$ cat config.mk
export PLATFORM = sky130hd
export DESIGN_NAME = orion_mem_mapper
export DESIGN_NICKNAME = d
export VERILOG_FILES = /design/src/rtl/orion_mem_pkg.sv /design/src/rtl/orion_mapper_regs.sv /design/src/rtl/orion_mem_mapper.sv
export SDC_FILE = /design/constraint.sdc
export NUM_CORES = 1
export LEC_CHECK = 0
export BUFFER_PORTS_ARGS = -buffer_cell sky130_fd_sc_hd__buf_2
export CORE_MARGIN = 2
export CORE_UTILIZATION = 45
export CTS_CLUSTER_SIZE = 25
export DETAILED_ROUTE_END_ITERATION = 12
export PLACE_DENSITY = 0.68
export SYNTH_ARGS = -nofsm -noshare
export SYNTH_HDL_FRONTEND = slang
export SYNTH_SLANG_ARGS = --single-unit
export TNS_END_PERCENT = 1
$ cat constraint.sdc
create_clock -name i_clk -period 7.8 [get_ports i_clk]
set_clock_uncertainty 0.05 [all_clocks]
set_input_delay 2.34 -clock i_clk [delete_from_list [all_inputs] [get_ports i_clk]]
set_output_delay 2.34 -clock i_clk [all_outputs]
set_load 0.05 [all_outputs]
$ cat src/rtl/orion_mem_pkg.sv
// Shared types and constants for the Orion paging unit and memory-cycle sequencer.
package orion_mem_pkg;

    typedef enum logic [1:0] {
        ST_IDLE   = 2'd0,
        ST_ACCESS = 2'd1,
        ST_HOLD   = 2'd2
    } mem_state_e;

    localparam logic [3:0] REG_WP   = 4'd8;
    localparam logic [3:0] REG_STAT = 4'd9;

    localparam int WCNT_W = 4;

endpackage

$ cat src/rtl/orion_mapper_regs.sv
// I/O-mapped page, write-protect and fault registers with once-per-cycle write commit
// and combinational readback.
module orion_mapper_regs
    import orion_mem_pkg::*;
#(
    parameter int         WINDOWS = 4,
    parameter int         PAGE_W  = 8,
    parameter logic [7:0] IO_BASE = 8'h10,
    localparam int        WB      = $clog2(WINDOWS)
) (
    input  logic              i_clk,
    input  logic              reset_n,
    input  logic [7:0]        i_io_addr,
    input  logic [7:0]        i_wdata,
    input  logic              i_iorq_n,
    input  logic              i_mreq_n,
    input  logic              i_rd_n,
    input  logic              i_wr_n,
    input  logic [WB-1:0]     i_win,
    input  logic              i_fault_set,
    output logic [PAGE_W-1:0] o_page,
    output logic              o_wp_hit,
    output logic              o_fault,
    output logic [7:0]        o_rdata,
    output logic              o_rdata_oe
);

    logic [PAGE_W-1:0]  page_q [WINDOWS];
    logic [PAGE_W-1:0]  page_d [WINDOWS];
    logic [WINDOWS-1:0] wp_q;
    logic [WINDOWS-1:0] wp_d;
    logic               fault_q;
    logic               fault_d;
    logic               wr_done_q;
    logic               wr_done_d;

    logic               io_sel_s;
    logic               blk_hit_s;
    logic               page_hit_s;
    logic               wr_commit_s;
    logic [3:0]         off_s;

    // An I/O cycle that overlaps a memory request is ignored entirely
    assign io_sel_s    = !i_iorq_n && i_mreq_n;
    assign off_s       = i_io_addr[3:0];
    assign blk_hit_s   = (i_io_addr[7:4] == IO_BASE[7:4]);
    assign page_hit_s  = blk_hit_s && (off_s < 4'(WINDOWS));
    assign wr_commit_s = io_sel_s && !i_wr_n && !wr_done_q && blk_hit_s;

    assign o_page   = page_q[i_win];
    assign o_wp_hit = wp_q[i_win];
    assign o_fault  = fault_q;

    // Next-state for the register file and the write-once latch
    always_comb begin
        page_d    = page_q;
        wp_d      = wp_q;
        fault_d   = fault_q;
        wr_done_d = wr_done_q;

        if (i_iorq_n) begin
            wr_done_d = 1'b0;
        end else if (io_sel_s && !i_wr_n) begin
            wr_done_d = 1'b1;
        end else begin
            wr_done_d = wr_done_q;
        end

        if (wr_commit_s && page_hit_s) begin
            page_d[off_s[WB-1:0]] = PAGE_W'(i_wdata);
        end else begin
            page_d = page_q;
        end

        if (wr_commit_s && (off_s == REG_WP)) begin
            wp_d = i_wdata[WINDOWS-1:0];
        end else begin
            wp_d = wp_q;
        end

        // A new violation on the same edge as a software clear must not be lost
        if (i_fault_set) begin
            fault_d = 1'b1;
        end else if (wr_commit_s && (off_s == REG_STAT) && i_wdata[0]) begin
            fault_d = 1'b0;
        end else begin
            fault_d = fault_q;
        end
    end

    // Register file state with synchronous reset to identity paging
    always_ff @(posedge i_clk) begin
        if (!reset_n) begin
            for (int n = 0; n < WINDOWS; n++) begin
                page_q[n] <= PAGE_W'(n);
            end
            wp_q      <= '0;
            fault_q   <= 1'b0;
            wr_done_q <= 1'b0;
        end else begin
            page_q    <= page_d;
            wp_q      <= wp_d;
            fault_q   <= fault_d;
            wr_done_q <= wr_done_d;
        end
    end

    // Readback mux; unmapped offsets leave the bus undriven
    always_comb begin
        o_rdata    = 8'h00;
        o_rdata_oe = 1'b0;
        if (io_sel_s && !i_rd_n && blk_hit_s) begin
            if (page_hit_s) begin
                o_rdata    = 8'(page_q[off_s[WB-1:0]]);
                o_rdata_oe = 1'b1;
            end else if (off_s == REG_WP) begin
                o_rdata    = 8'(wp_q);
                o_rdata_oe = 1'b1;
            end else if (off_s == REG_STAT) begin
                o_rdata    = {7'd0, fault_q};
                o_rdata_oe = 1'b1;
            end else begin
                o_rdata    = 8'h00;
                o_rdata_oe = 1'b0;
            end
        end else begin
            o_rdata    = 8'h00;
            o_rdata_oe = 1'b0;
        end
    end

endmodule

$ cat src/rtl/orion_mem_mapper.sv
// Orion paging unit: window-to-page address translation plus a wait-state
// sequencer that stretches CPU memory cycles onto the physical SRAM bus.
module orion_mem_mapper
    import orion_mem_pkg::*;
#(
    parameter int         WINDOWS     = 4,
    parameter int         PAGE_W      = 8,
    parameter int         PHYS_AW     = PAGE_W + 16 - $clog2(WINDOWS),
    parameter logic [7:0] IO_BASE     = 8'h10,
    parameter int         WAIT_STATES = 2
) (
    input  logic               i_clk,
    input  logic               reset_n,
    input  logic [15:0]        i_addr,
    input  logic [7:0]         i_wdata,
    input  logic               i_mreq_n,
    input  logic               i_iorq_n,
    input  logic               i_rd_n,
    input  logic               i_wr_n,
    input  logic               i_rfsh_n,
    output logic [7:0]         o_rdata,
    output logic               o_rdata_oe,
    output logic               o_wait_n,
    output logic [PHYS_AW-1:0] o_mem_addr,
    output logic [7:0]         o_mem_wdata,
    output logic               o_mem_we,
    output logic               o_mem_re,
    input  logic [7:0]         i_mem_rdata,
    output logic               o_fault
);

    localparam int WB    = $clog2(WINDOWS);
    localparam int OFF_W = 16 - WB;

    mem_state_e         state_q, state_d;
    logic [WCNT_W-1:0]  cnt_q, cnt_d;
    logic               wr_q, wr_d;
    logic [PHYS_AW-1:0] addr_q, addr_d;
    logic [7:0]         wdata_q, wdata_d;
    logic               re_q, re_d;
    logic               we_q, we_d;
    logic [7:0]         rdata_q, rdata_d;

    logic               mem_req_s;
    logic               fault_set_s;
    logic               wp_hit_s;
    logic               hold_rd_s;
    logic [PAGE_W-1:0]  page_s;
    logic [PHYS_AW-1:0] phys_s;
    logic [7:0]         io_rdata_s;
    logic               io_oe_s;

    orion_mapper_regs #(
        .WINDOWS (WINDOWS),
        .PAGE_W  (PAGE_W),
        .IO_BASE (IO_BASE)
    ) u_regs (
        .i_clk       (i_clk),
        .reset_n     (reset_n),
        .i_io_addr   (i_addr[7:0]),
        .i_wdata     (i_wdata),
        .i_iorq_n    (i_iorq_n),
        .i_mreq_n    (i_mreq_n),
        .i_rd_n      (i_rd_n),
        .i_wr_n      (i_wr_n),
        .i_win       (i_addr[15 -: WB]),
        .i_fault_set (fault_set_s),
        .o_page      (page_s),
        .o_wp_hit    (wp_hit_s),
        .o_fault     (o_fault),
        .o_rdata     (io_rdata_s),
        .o_rdata_oe  (io_oe_s)
    );

    // Refresh and I/O-overlapped cycles never start a memory access
    assign mem_req_s = !i_mreq_n && i_iorq_n && i_rfsh_n && (!i_rd_n || !i_wr_n);
    assign phys_s    = PHYS_AW'({page_s, i_addr[OFF_W-1:0]});
    assign hold_rd_s = (state_q == ST_HOLD) && !wr_q;

    assign o_wait_n    = !(mem_req_s && (state_q != ST_HOLD));
    assign o_mem_addr  = addr_q;
    assign o_mem_wdata = wdata_q;
    assign o_mem_we    = we_q;
    assign o_mem_re    = re_q;
    assign o_rdata     = hold_rd_s ? rdata_q : io_rdata_s;
    assign o_rdata_oe  = hold_rd_s || io_oe_s;

    // Memory-cycle sequencer next-state and strobe generation
    always_comb begin
        state_d     = state_q;
        cnt_d       = cnt_q;
        wr_d        = wr_q;
        addr_d      = addr_q;
        wdata_d     = wdata_q;
        re_d        = re_q;
        we_d        = we_q;
        rdata_d     = rdata_q;
        fault_set_s = 1'b0;

        case (state_q)
            ST_IDLE: begin
                if (mem_req_s) begin
                    state_d     = ST_ACCESS;
                    cnt_d       = WCNT_W'(WAIT_STATES);
                    wr_d        = !i_wr_n;
                    addr_d      = phys_s;
                    wdata_d     = i_wdata;
                    re_d        = i_wr_n;
                    we_d        = !i_wr_n && !wp_hit_s;
                    fault_set_s = !i_wr_n && wp_hit_s;
                end else begin
                    state_d = ST_IDLE;
                end
            end
            ST_ACCESS: begin
                if (cnt_q == WCNT_W'(0)) begin
                    state_d = ST_HOLD;
                    rdata_d = i_mem_rdata;
                    re_d    = 1'b0;
                    we_d    = 1'b0;
                end else begin
                    cnt_d = cnt_q - WCNT_W'(1);
                end
            end
            ST_HOLD: begin
                if (i_mreq_n) begin
                    state_d = ST_IDLE;
                end else begin
                    state_d = ST_HOLD;
                end
            end
            default: begin
                state_d = ST_IDLE;
                re_d    = 1'b0;
                we_d    = 1'b0;
            end
        endcase
    end

    // Sequencer state and registered memory-bus outputs
    always_ff @(posedge i_clk) begin
        if (!reset_n) begin
            state_q <= ST_IDLE;
            cnt_q   <= WCNT_W'(0);
            wr_q    <= 1'b0;
            addr_q  <= '0;
            wdata_q <= 8'h00;
            re_q    <= 1'b0;
            we_q    <= 1'b0;
            rdata_q <= 8'h00;
        end else begin
            state_q <= state_d;
            cnt_q   <= cnt_d;
            wr_q    <= wr_d;
            addr_q  <= addr_d;
            wdata_q <= wdata_d;
            re_q    <= re_d;
            we_q    <= we_d;
            rdata_q <= rdata_d;
        end
    end

endmodule

======== Word-level counts from Yosys, hierarchy flattened ========
Cells that the tools add are included.
word-level totals
  register bits ........................... 85
  input bits .............................. 39
  output and inout port bits .............. 43
  logic and storage cells ................. 108
cells by class
  $add $sub $neg .......................... 1
  $lt $le $gt $ge ......................... 5
  equal/unequal tests ..................... 9
  muxes and demuxes ....................... 36
  bitwise gates (word level) .............. 4
  reduce and logical (&&, ||, !) cells .... 38
operators by type and width
  cell                   number
  $mux W8                9
  $bmux W8 S2            2
  $bwmux W32             1
  $logic_and A1 B1 Y1    19
  $demux W8 S2           1
  $mux W1                14
  $eq A4 B4 Y1 const B   2
  $logic_not A1 Y1       8
  $mux W4                2
  $ne A2 B2 Y1 const B   4
  $pmux W4 S2            1
  $ge A3 B3 Y1 const B   2
  $not A2 Y3             2
  $pmux W1 S3            2
  $pmux W2 S3            1
  $reduce_and A3 Y1      2
  $eq A4 B1 Y1 const B   1
  $logic_not A4 Y1       1
  $lt A4 B3 Y1 const B   1
  $mux W2                2
  $reduce_and A2 Y1      2
  $reduce_bool A2 Y1     2
  $sub A4 B1 Y4 const B  1
  $lt A2 B3 Y1 const B   1
  other kinds (8)        10

======== Longest topological paths before layout ========
Gate-level depths: netlist of run 1.
  depth after elaboration ................. 9
  mapped depth ............................ 7

======== Cells and area by module ========
A second synthesis of run 1 with hierarchy kept.
unflattened totals
  cells, all modules ...................... 426
  area total of the unflattened synthesis .. 4,196.5 um^2
modules (own cells, without submodules)
  module             times used  cells each  area each (um^2)  seq. area each (um^2)
  orion_mem_mapper   1           227         2,118.3           940.9
  orion_mapper_regs  1           199         2,078.2           760.7

======== Worst setup path before layout of run 1 ========
OpenSTA, ideal clock, no wires.
  path kind ............................... input to output
  start point ............................. in i_addr[5]
  end point ............................... out o_rdata[4]
  data arrival time ....................... 4.189 ns
  required time ........................... 5.410 ns
  path slack .............................. 1.221 ns
  stages .................................. 3
  cell sequence ........................... nor4b_4 nand4b_1 o21ai_0
on the way
  word-level cells in the longest chain between the ends .. 5
ends and longest elaborated chain
  item                 RTL line                  RTL
  start: declaration   orion_mem_mapper.sv:14    input logic [15:0] i_addr,
  $eq A4 B1 Y1 (*)     orion_mapper_regs.sv:46   assign blk_hit_s = (i_io_addr[7:4] == IO_BASE[7:4]);
  $logic_and A1 B1 Y1  orion_mapper_regs.sv:47   assign page_hit_s = blk_hit_s && (off_s < 4'(WINDOWS));
  $mux W8              orion_mapper_regs.sv:113  if (page_hit_s) begin
  $mux W8 (*)          orion_mapper_regs.sv:112  if (io_sel_s && !i_rd_n && blk_hit_s) begin
  $mux W8 (*)          orion_mem_mapper.sv:85    assign o_rdata = hold_rd_s ? rdata_q : io_rdata_s;
  end: declaration     orion_mem_mapper.sv:21    output logic [7:0] o_rdata,
Every way passes the cells marked *; elsewhere a longest branch is shown, timed or not.

======== Worst setup path after layout of run 1 ========
  start point ............................. in i_addr[5]
  end point ............................... out o_rdata[7]
The elaborated chain is that of the path after synthesis.

==> flow_summary.json, run 1 <==
{
  "worst-slew-pin-transition_ns": 1.175,
  "horizontal_die_dimension_um": 98.28,
  "pwr_density_cell_nw_per_um2": 174.3,
  "wl_um": 9114,
  "gpl.final_weighted_congestion": 0.7664,
  "post-synth-top-area-fraction_pct": 42.54,
  "total_inserted_antenna_cells": 0,
  "ir_worst_vdd_v": 0.00008004,
  "timing.hold.ws_ns": 0.4063,
  "largest_net_degree_at_the_start_of_global_routing": 88,
  "cts_sinks": 85,
  "final_std_cells_w_o_fill": 594,
  "max_clock_freq_ghz": 0.1543,
  "crit_path_end_kind": "output pin",
  "top_level_ports": 82,
  "setup_slack_ns": 1.318,
  "placed_cells_incl_taps": 578,
  "hold_path.startpoint": "o_mem_wdata[7]",
  "outcome": "complete, no violations",
  "most_common_library_cell_in_the_layout_ignoring_fill_and_taps": "sky130_fd_sc_hd__nand2_1",
  "finish.net_count": 521,
  "worstSetupStartpointType": "input port",
  "synth_cell_type_count": 40,
  "min_to": "o_mem_wdata[7]",
  "cts.path.max_buffers": 2,
  "post_cts_hold_buffer_count": 0,
  "total_chip_power_w": 0.0008107,
  "h-tree-depth": 3,
  "grt_pass1_wl_um": 14660,
  "dr.first_iter.drc_count": 92,
  "netlist_top_cells_area": "sky130_fd_sc_hd__dfxtp_1 (43%), sky130_fd_sc_hd__mux4_2 (9.6%), sky130_fd_sc_hd__mux2i_1 (9.3%)",
  "worst-endpoint-arrival_ns": 4.09,
  "dp.final_hpwl_um": 6410,
  "worstReg2RegEnd": "cnt_q[3]",
  "detail_route.vias_per_cell": 5.320,
  "worst_skew_pair.late_latency_ns": 0.35,
  "postCtsSetupBuffers": 0,
  "dieHeight_um": 98.28,
  "cp.required_ns": 5.41,
  "syn-num-nets": 449,
  "netlist_instances": 409,
  "reg2reg_slack_ns": 5.64,
  "clock-root-buffer": "sky130_fd_sc_hd__clkbuf_8",
  "vias": 3160,
  "fin_crit_ns": 6.482,
  "layout-drive-gt1-share_pct": 26.13,
  "placement.setup.worst_slack_ns": 1.284,
  "postcts_resize_cnt": 0,
  "clk_pin_slew_worst_paths_ns": 0.09,
  "core_area_um2": 8678,
  "sequential_cell_area_um2": 1702,
  "synth.cell_area_um2": 4000,
  "ys_warn_count": 0,
  "timing.slew.headroom_pct": 21.49,
  "hp-class": "reg2reg",
  "cts_tree": "built",
  "area_delta_synth_final_pct": 16.27,
  "final_cycle_utilization_of_the_critical_path_pct": 83.11,
  "seq_area_frac_synth_pct": 42.54,
  "multiInputGateArea_um2": 2166,
  "synth_top_area_cell": "sky130_fd_sc_hd__dfxtp_1",
  "yosys_register_bits": 85,
  "cts_inserted_buffers": 9,
  "number_of_global_route_vias_before_repair": 3059,
  "overall_die_area_um2": 9659,
  "grt_remaining_overflow": 0,
  "routedWlPerCell_um": 15.34,
  "layout.cells.most_common_list": "sky130_fd_sc_hd__nand2_1 (89), sky130_fd_sc_hd__dfxtp_1 (85), sky130_fd_sc_hd__buf_2 (81)",
  "floorplan.initialDensity_pct": 46.09,
  "global_route.usage.total_pct": 19.01,
  "drv.max_cap_violation_count": 0,
  "regToRegStartpoint": "state_q[0]",
  "cp_max_fo": 9,
  "category_of_the_critical_setup_timing_path": "in2out",
  "layout.filler_cells": 852,
  "post_synth.cell_area_avg_um2": 9.780,
  "count_of_buffers_inserted_at_the_top_level_ports": 81,
  "number_of_antenna_violations_at_the_first_check_in_global_routing": 0,
  "route.detailed.drc": 0,
  "finalSetupTns_ns": 0,
  "unrepaired_setup_endpoints_after_global_routing": "false",
  "core.rowCount": 34,
  "hold_violations": 0,
  "finalSetupViolCount": 0,
  "min_path_cells": 2,
  "drv_slew": 0,
  "total_leakage_power_nw": 2.041,
  "r2r.worst_path.cells": 3,
  "drt_pass1_iterations": 4,
  "route.antenna.remaining_nets": 0
}
[synthesized netlist by cell type]
cell and number:
sky130_fd_sc_hd__a21boi_1 2, sky130_fd_sc_hd__mux2i_1 37, sky130_fd_sc_hd__o22ai_1 1, sky130_fd_sc_hd__o211a_1 1, sky130_fd_sc_hd__a21boi_0 38, sky130_fd_sc_hd__inv_1 7
sky130_fd_sc_hd__and3b_1 1, sky130_fd_sc_hd__nand4_2 4, sky130_fd_sc_hd__buf_1 1, sky130_fd_sc_hd__nor4b_1 3, sky130_fd_sc_hd__nand2_1 89, sky130_fd_sc_hd__nand4_1 2
sky130_fd_sc_hd__ha_1 1, sky130_fd_sc_hd__nor2b_1 38, sky130_fd_sc_hd__clkbuf_1 15, sky130_fd_sc_hd__mux4_2 17, sky130_fd_sc_hd__o211ai_1 2, sky130_fd_sc_hd__nand4b_1 2
sky130_fd_sc_hd__a221o_1 3, sky130_fd_sc_hd__o21a_1 1, sky130_fd_sc_hd__dfxtp_1 85, sky130_fd_sc_hd__nand2b_1 3, sky130_fd_sc_hd__nor2_1 3, sky130_fd_sc_hd__and2_1 5
sky130_fd_sc_hd__a21o_1 1, sky130_fd_sc_hd__a211oi_1 1, sky130_fd_sc_hd__o311a_1 1, sky130_fd_sc_hd__xnor2_1 2, sky130_fd_sc_hd__o21ai_0 6, sky130_fd_sc_hd__buf_2 7
sky130_fd_sc_hd__nand3_1 13, sky130_fd_sc_hd__o21ba_2 1, sky130_fd_sc_hd__nor3_1 2, sky130_fd_sc_hd__nor3b_1 4, sky130_fd_sc_hd__and3_1 2, sky130_fd_sc_hd__a21oi_1 3
sky130_fd_sc_hd__buf_6 1, sky130_fd_sc_hd__mux2_2 1, sky130_fd_sc_hd__nor4b_4 2, sky130_fd_sc_hd__or3b_2 1
[metal layers]
metal  vias up  global-route usage, %  wire length (um)
met5         -                      0                 0
met4         0                  6.955               153
met2        67                  30.87              4323
met3        14                  3.865               354
li1       1571                      -                 -
met1      1508                  25.18              4283
[flip-flops by register name (all words and copies together), names as in the netlist]
register / count
u_regs.page_q: 32
o_mem_addr: 22
o_mem_wdata: 8
rdata_q: 8
cnt_q: 4
u_regs.wp_q: 4
state_q: 2
o_mem_re: 1
o_mem_we: 1
u_regs.o_fault: 1
u_regs.wr_done_q: 1
wr_q: 1
[worst max-delay path by stage]
stage,endpoint,startpoint,cells after the start
CTS,o_rdata[0],i_addr[5],6
finish,o_rdata[7],i_addr[5],5
detailed placement,o_rdata[0],i_addr[5],6
floorplan,o_rdata[4],i_addr[5],3
global route,o_rdata[7],i_addr[5],5
global placement,o_rdata[7],i_addr[5],5
[through the flow]
| stage | cell area, um2 | utilization, % |
|---|---|---|
| 3_5_place_dp | 4464 | 51.44 |
| 5_1_grt | 4651 | 53.59 |
| 2_1_floorplan | 4000 | - |
| 3_3_place_gp | 4464 | 51.44 |
| 6_report | 4651 | 53.59 |
| 4_1_cts | 4651 | 53.59 |
[kinds of logic after synthesis]
| logic type | Yosys count | share of synthesized area [%] |
|---|---|---|
| XOR/XNOR | 2 | 0.4380 |
| buffers and inverters | 31 | 3.315 |
| adder cells (fa/ha/maj) | 1 | 0.3127 |
| multiplexers | 55 | 19.11 |
| AO/OA/AOI/OAI | 61 | 11.23 |
| AND/OR/NAND/NOR | 174 | 23.05 |
| flip-flops | 85 | 42.54 |
[where the power goes]
part / leakage (nW) / internal [W] / switching, W
logic: 1.27 / 0.0000286 / 0.0000509
registers: 0.686 / 0.000439 / 0.00000320
clock network: 0.0847 / 0.000126 / 0.000163
total: 2.04 / 0.000594 / 0.000217
[area by class of cell]
cell class | count | area share, %
Clock buffer | 10 | 2.959
Clock inverter | 6 | 1.049
Inverter | 7 | 0.5650
Multi-Input combinational cell | 293 | 46.57
Sequential cell | 85 | 36.59
Tap cell | 108 | 2.906
Timing Repair Buffer | 85 | 9.362
[worst max-delay path, stage by stage]
cell and delay, ns:
sky130_fd_sc_hd__buf_2 0.12, sky130_fd_sc_hd__nor4b_4 0.61, sky130_fd_sc_hd__nand4b_1 0.36, sky130_fd_sc_hd__o21ai_0 0.34
sky130_fd_sc_hd__buf_2 0.32
Note: power is estimated with default switching activity, not from simulation.
==> inputs of run 2 (changes only) <==
--- a/config.mk
+++ b/config.mk
@@ -10,7 +10,7 @@
 export CORE_UTILIZATION = 45
 export CTS_CLUSTER_SIZE = 25
 export DETAILED_ROUTE_END_ITERATION = 12
-export PLACE_DENSITY = 0.68
+export PLACE_DENSITY = 0.7
 export SYNTH_ARGS = -nofsm -noshare
 export SYNTH_HDL_FRONTEND = slang
 export SYNTH_SLANG_ARGS = --single-unit
==> constraint.sdc (replaced) <==
create_clock -name i_clk -period 5.6 [get_ports i_clk]
set_clock_uncertainty 0.05 [all_clocks]
set_input_delay 1.68 -clock i_clk [delete_from_list [all_inputs] [get_ports i_clk]]
set_output_delay 1.68 -clock i_clk [all_outputs]
set_load 0.05 [all_outputs]
==> run 2 against run 1 <==
Combinational power rose by 40%. Clock power increased by 71%. Setup slack worse by 0.67 ns. Design area is 1.2% higher. Die area unchanged. Via count up 1.9%. Highest routed layer unchanged. Sequential cell count is the same. Sequential power up 39%. Non-clock buffer count grew 1. Register-to-register slack worse by 2.2 ns. Largest cell class unchanged. Clock-buffer cell count stayed put.
==> flow_summary.json, run 2 (synthesized netlist as in run 1, its figures left out) <==
{
  "worstSetupStartpointType": "input port",
  "final_cycle_utilization_of_the_critical_path_pct": 88.37,
  "number_of_antenna_violations_at_the_first_check_in_global_routing": 0,
  "gpl.final_weighted_congestion": 0.7811,
  "core.rowCount": 34,
  "top_level_ports": 82,
  "finalSetupViolCount": 0,
  "h-tree-depth": 3,
  "largest_net_degree_at_the_start_of_global_routing": 72,
  "dr.first_iter.drc_count": 119,
  "drv_slew": 0,
  "cts_sinks": 85,
  "count_of_buffers_inserted_at_the_top_level_ports": 81,
  "post_cts_hold_buffer_count": 0,
  "hold_path.startpoint": "o_mem_addr[1]",
  "route.antenna.remaining_nets": 0,
  "timing.slew.headroom_pct": 23.82,
  "clk_pin_slew_worst_paths_ns": 0.09,
  "unrepaired_setup_endpoints_after_global_routing": "false",
  "total_chip_power_w": 0.001220,
  "layout.cells.most_common_list": "sky130_fd_sc_hd__nand2_1 (89), sky130_fd_sc_hd__dfxtp_1 (85), sky130_fd_sc_hd__buf_2 (81)",
  "cts.path.max_buffers": 2,
  "cp-startpoint": "i_addr[0]",
  "cp.required_ns": 3.87,
  "cts_inserted_buffers": 9,
  "outcome": "complete, no violations",
  "grt_remaining_overflow": 0,
  "dp.final_hpwl_um": 6606,
  "finalSetupTns_ns": 0,
  "total_leakage_power_nw": 2.072,
  "cp_max_fo": 16,
  "worst-slew-pin-transition_ns": 1.140,
  "layout.cell_area.non_filler_um2": 4705,
  "ir_worst_vdd_v": 0.0001334,
  "max_flop_register": "u_regs.page_q",
  "number_of_global_route_vias_before_repair": 3097,
  "most_common_library_cell_in_the_layout_ignoring_fill_and_taps": "sky130_fd_sc_hd__nand2_1",
  "regToRegStartpoint": "state_q[0]",
  "worst_skew_pair.late_latency_ns": 0.35,
  "category_of_the_critical_setup_timing_path": "in2out",
  "floorplan.initialDensity_pct": 46.09,
  "layout-drive-gt1-share_pct": 26.28,
  "max_clock_freq_ghz": 0.2021,
  "worst-endpoint-arrival_ns": 3.22,
  "dieHeight_um": 98.28,
  "core_area_um2": 8678,
  "route.detailed.drc": 0,
  "horizontal_die_dimension_um": 98.28,
  "postCtsSetupBuffers": 0,
  "global_route.usage.total_pct": 19.60,
  "postcts_resize_cnt": 0,
  "overall_die_area_um2": 9659,
  "crit_path_end_kind": "output pin",
  "vias": 3219,
  "cts_tree": "built",
  "drt_pass1_iterations": 4,
  "placement.setup.worst_slack_ns": 0.6319,
  "postPlaceCellArea_um2": 4472,
  "grt_pass1_wl_um": 15140,
  "largest_register_ffs": 32,
  "finish.net_count": 522,
  "total_inserted_antenna_cells": 0,
  "fin_crit_ns": 4.949,
  "fin_util_pct": 54.21,
  "hp-class": "reg2reg",
  "detail_route.vias_per_cell": 5.410,
  "routedWlPerCell_um": 15.55,
  "pwr_density_cell_nw_per_um2": 259.2,
  "area_delta_synth_final_pct": 17.61,
  "clock-root-buffer": "sky130_fd_sc_hd__clkbuf_8",
  "setup_slack_ns": 0.6512,
  "wl_um": 9255,
  "hold_violations": 0,
  "drv.max_cap_violation_count": 0
}
-- run 2: final cells by class --
class / instances / area [um2]
tap: 108 / 135.1
clock buffer: 10 / 137.6
clock inverter: 6 / 95.09
fill: 817 / 3974
timing repair buffer: 86 / 442.9
sequential: 85 / 1702
inverter: 7 / 26.28
multi-input combinational: 293 / 2166
-- run 2: final timing paths --
kind,to,depth (start not counted),slack (ns)
min,o_mem_addr[1],2,0.41
min reg2reg,o_mem_addr[1],2,0.41
max reg2reg,cnt_q[3],3,3.47
max,o_rdata[1],5,0.65
-- run 2: critical path, cell delays in order --
cell                      delay, ns
sky130_fd_sc_hd__buf_2         0.36
sky130_fd_sc_hd__mux4_2        0.55
sky130_fd_sc_hd__nor2b_1       0.14
sky130_fd_sc_hd__a221o_1       0.27
sky130_fd_sc_hd__buf_2         0.21
-- run 2: layer usage --
metal,global-route usage (%),up-vias,share of wire (%)
li1,-,1566,-
met1,25.20,1565,45
met2,33.96,76,49
met3,3.078,12,4.2
met4,6.006,0,1.7
met5,0,-,0
-- run 2: report_power, final --
group / total, W / internal [W] / switching, W
logic: 0.000111 / 0.0000400 / 0.0000706
registers: 0.000616 / 0.000612 / 0.00000455
clock network: 0.000493 / 0.000267 / 0.000226
-- run 2: metrics by stage --
| step | hold WS, ns | std cells |
|---|---|---|
| 2_1_floorplan | 0.3937 | 409 |
| 3_3_place_gp | 0.3953 | 579 |
| 3_5_place_dp | 0.3994 | 579 |
| 4_1_cts | 0.4129 | 595 |
| 5_1_grt | 0.4339 | 595 |
| 6_report | 0.4074 | 595 |
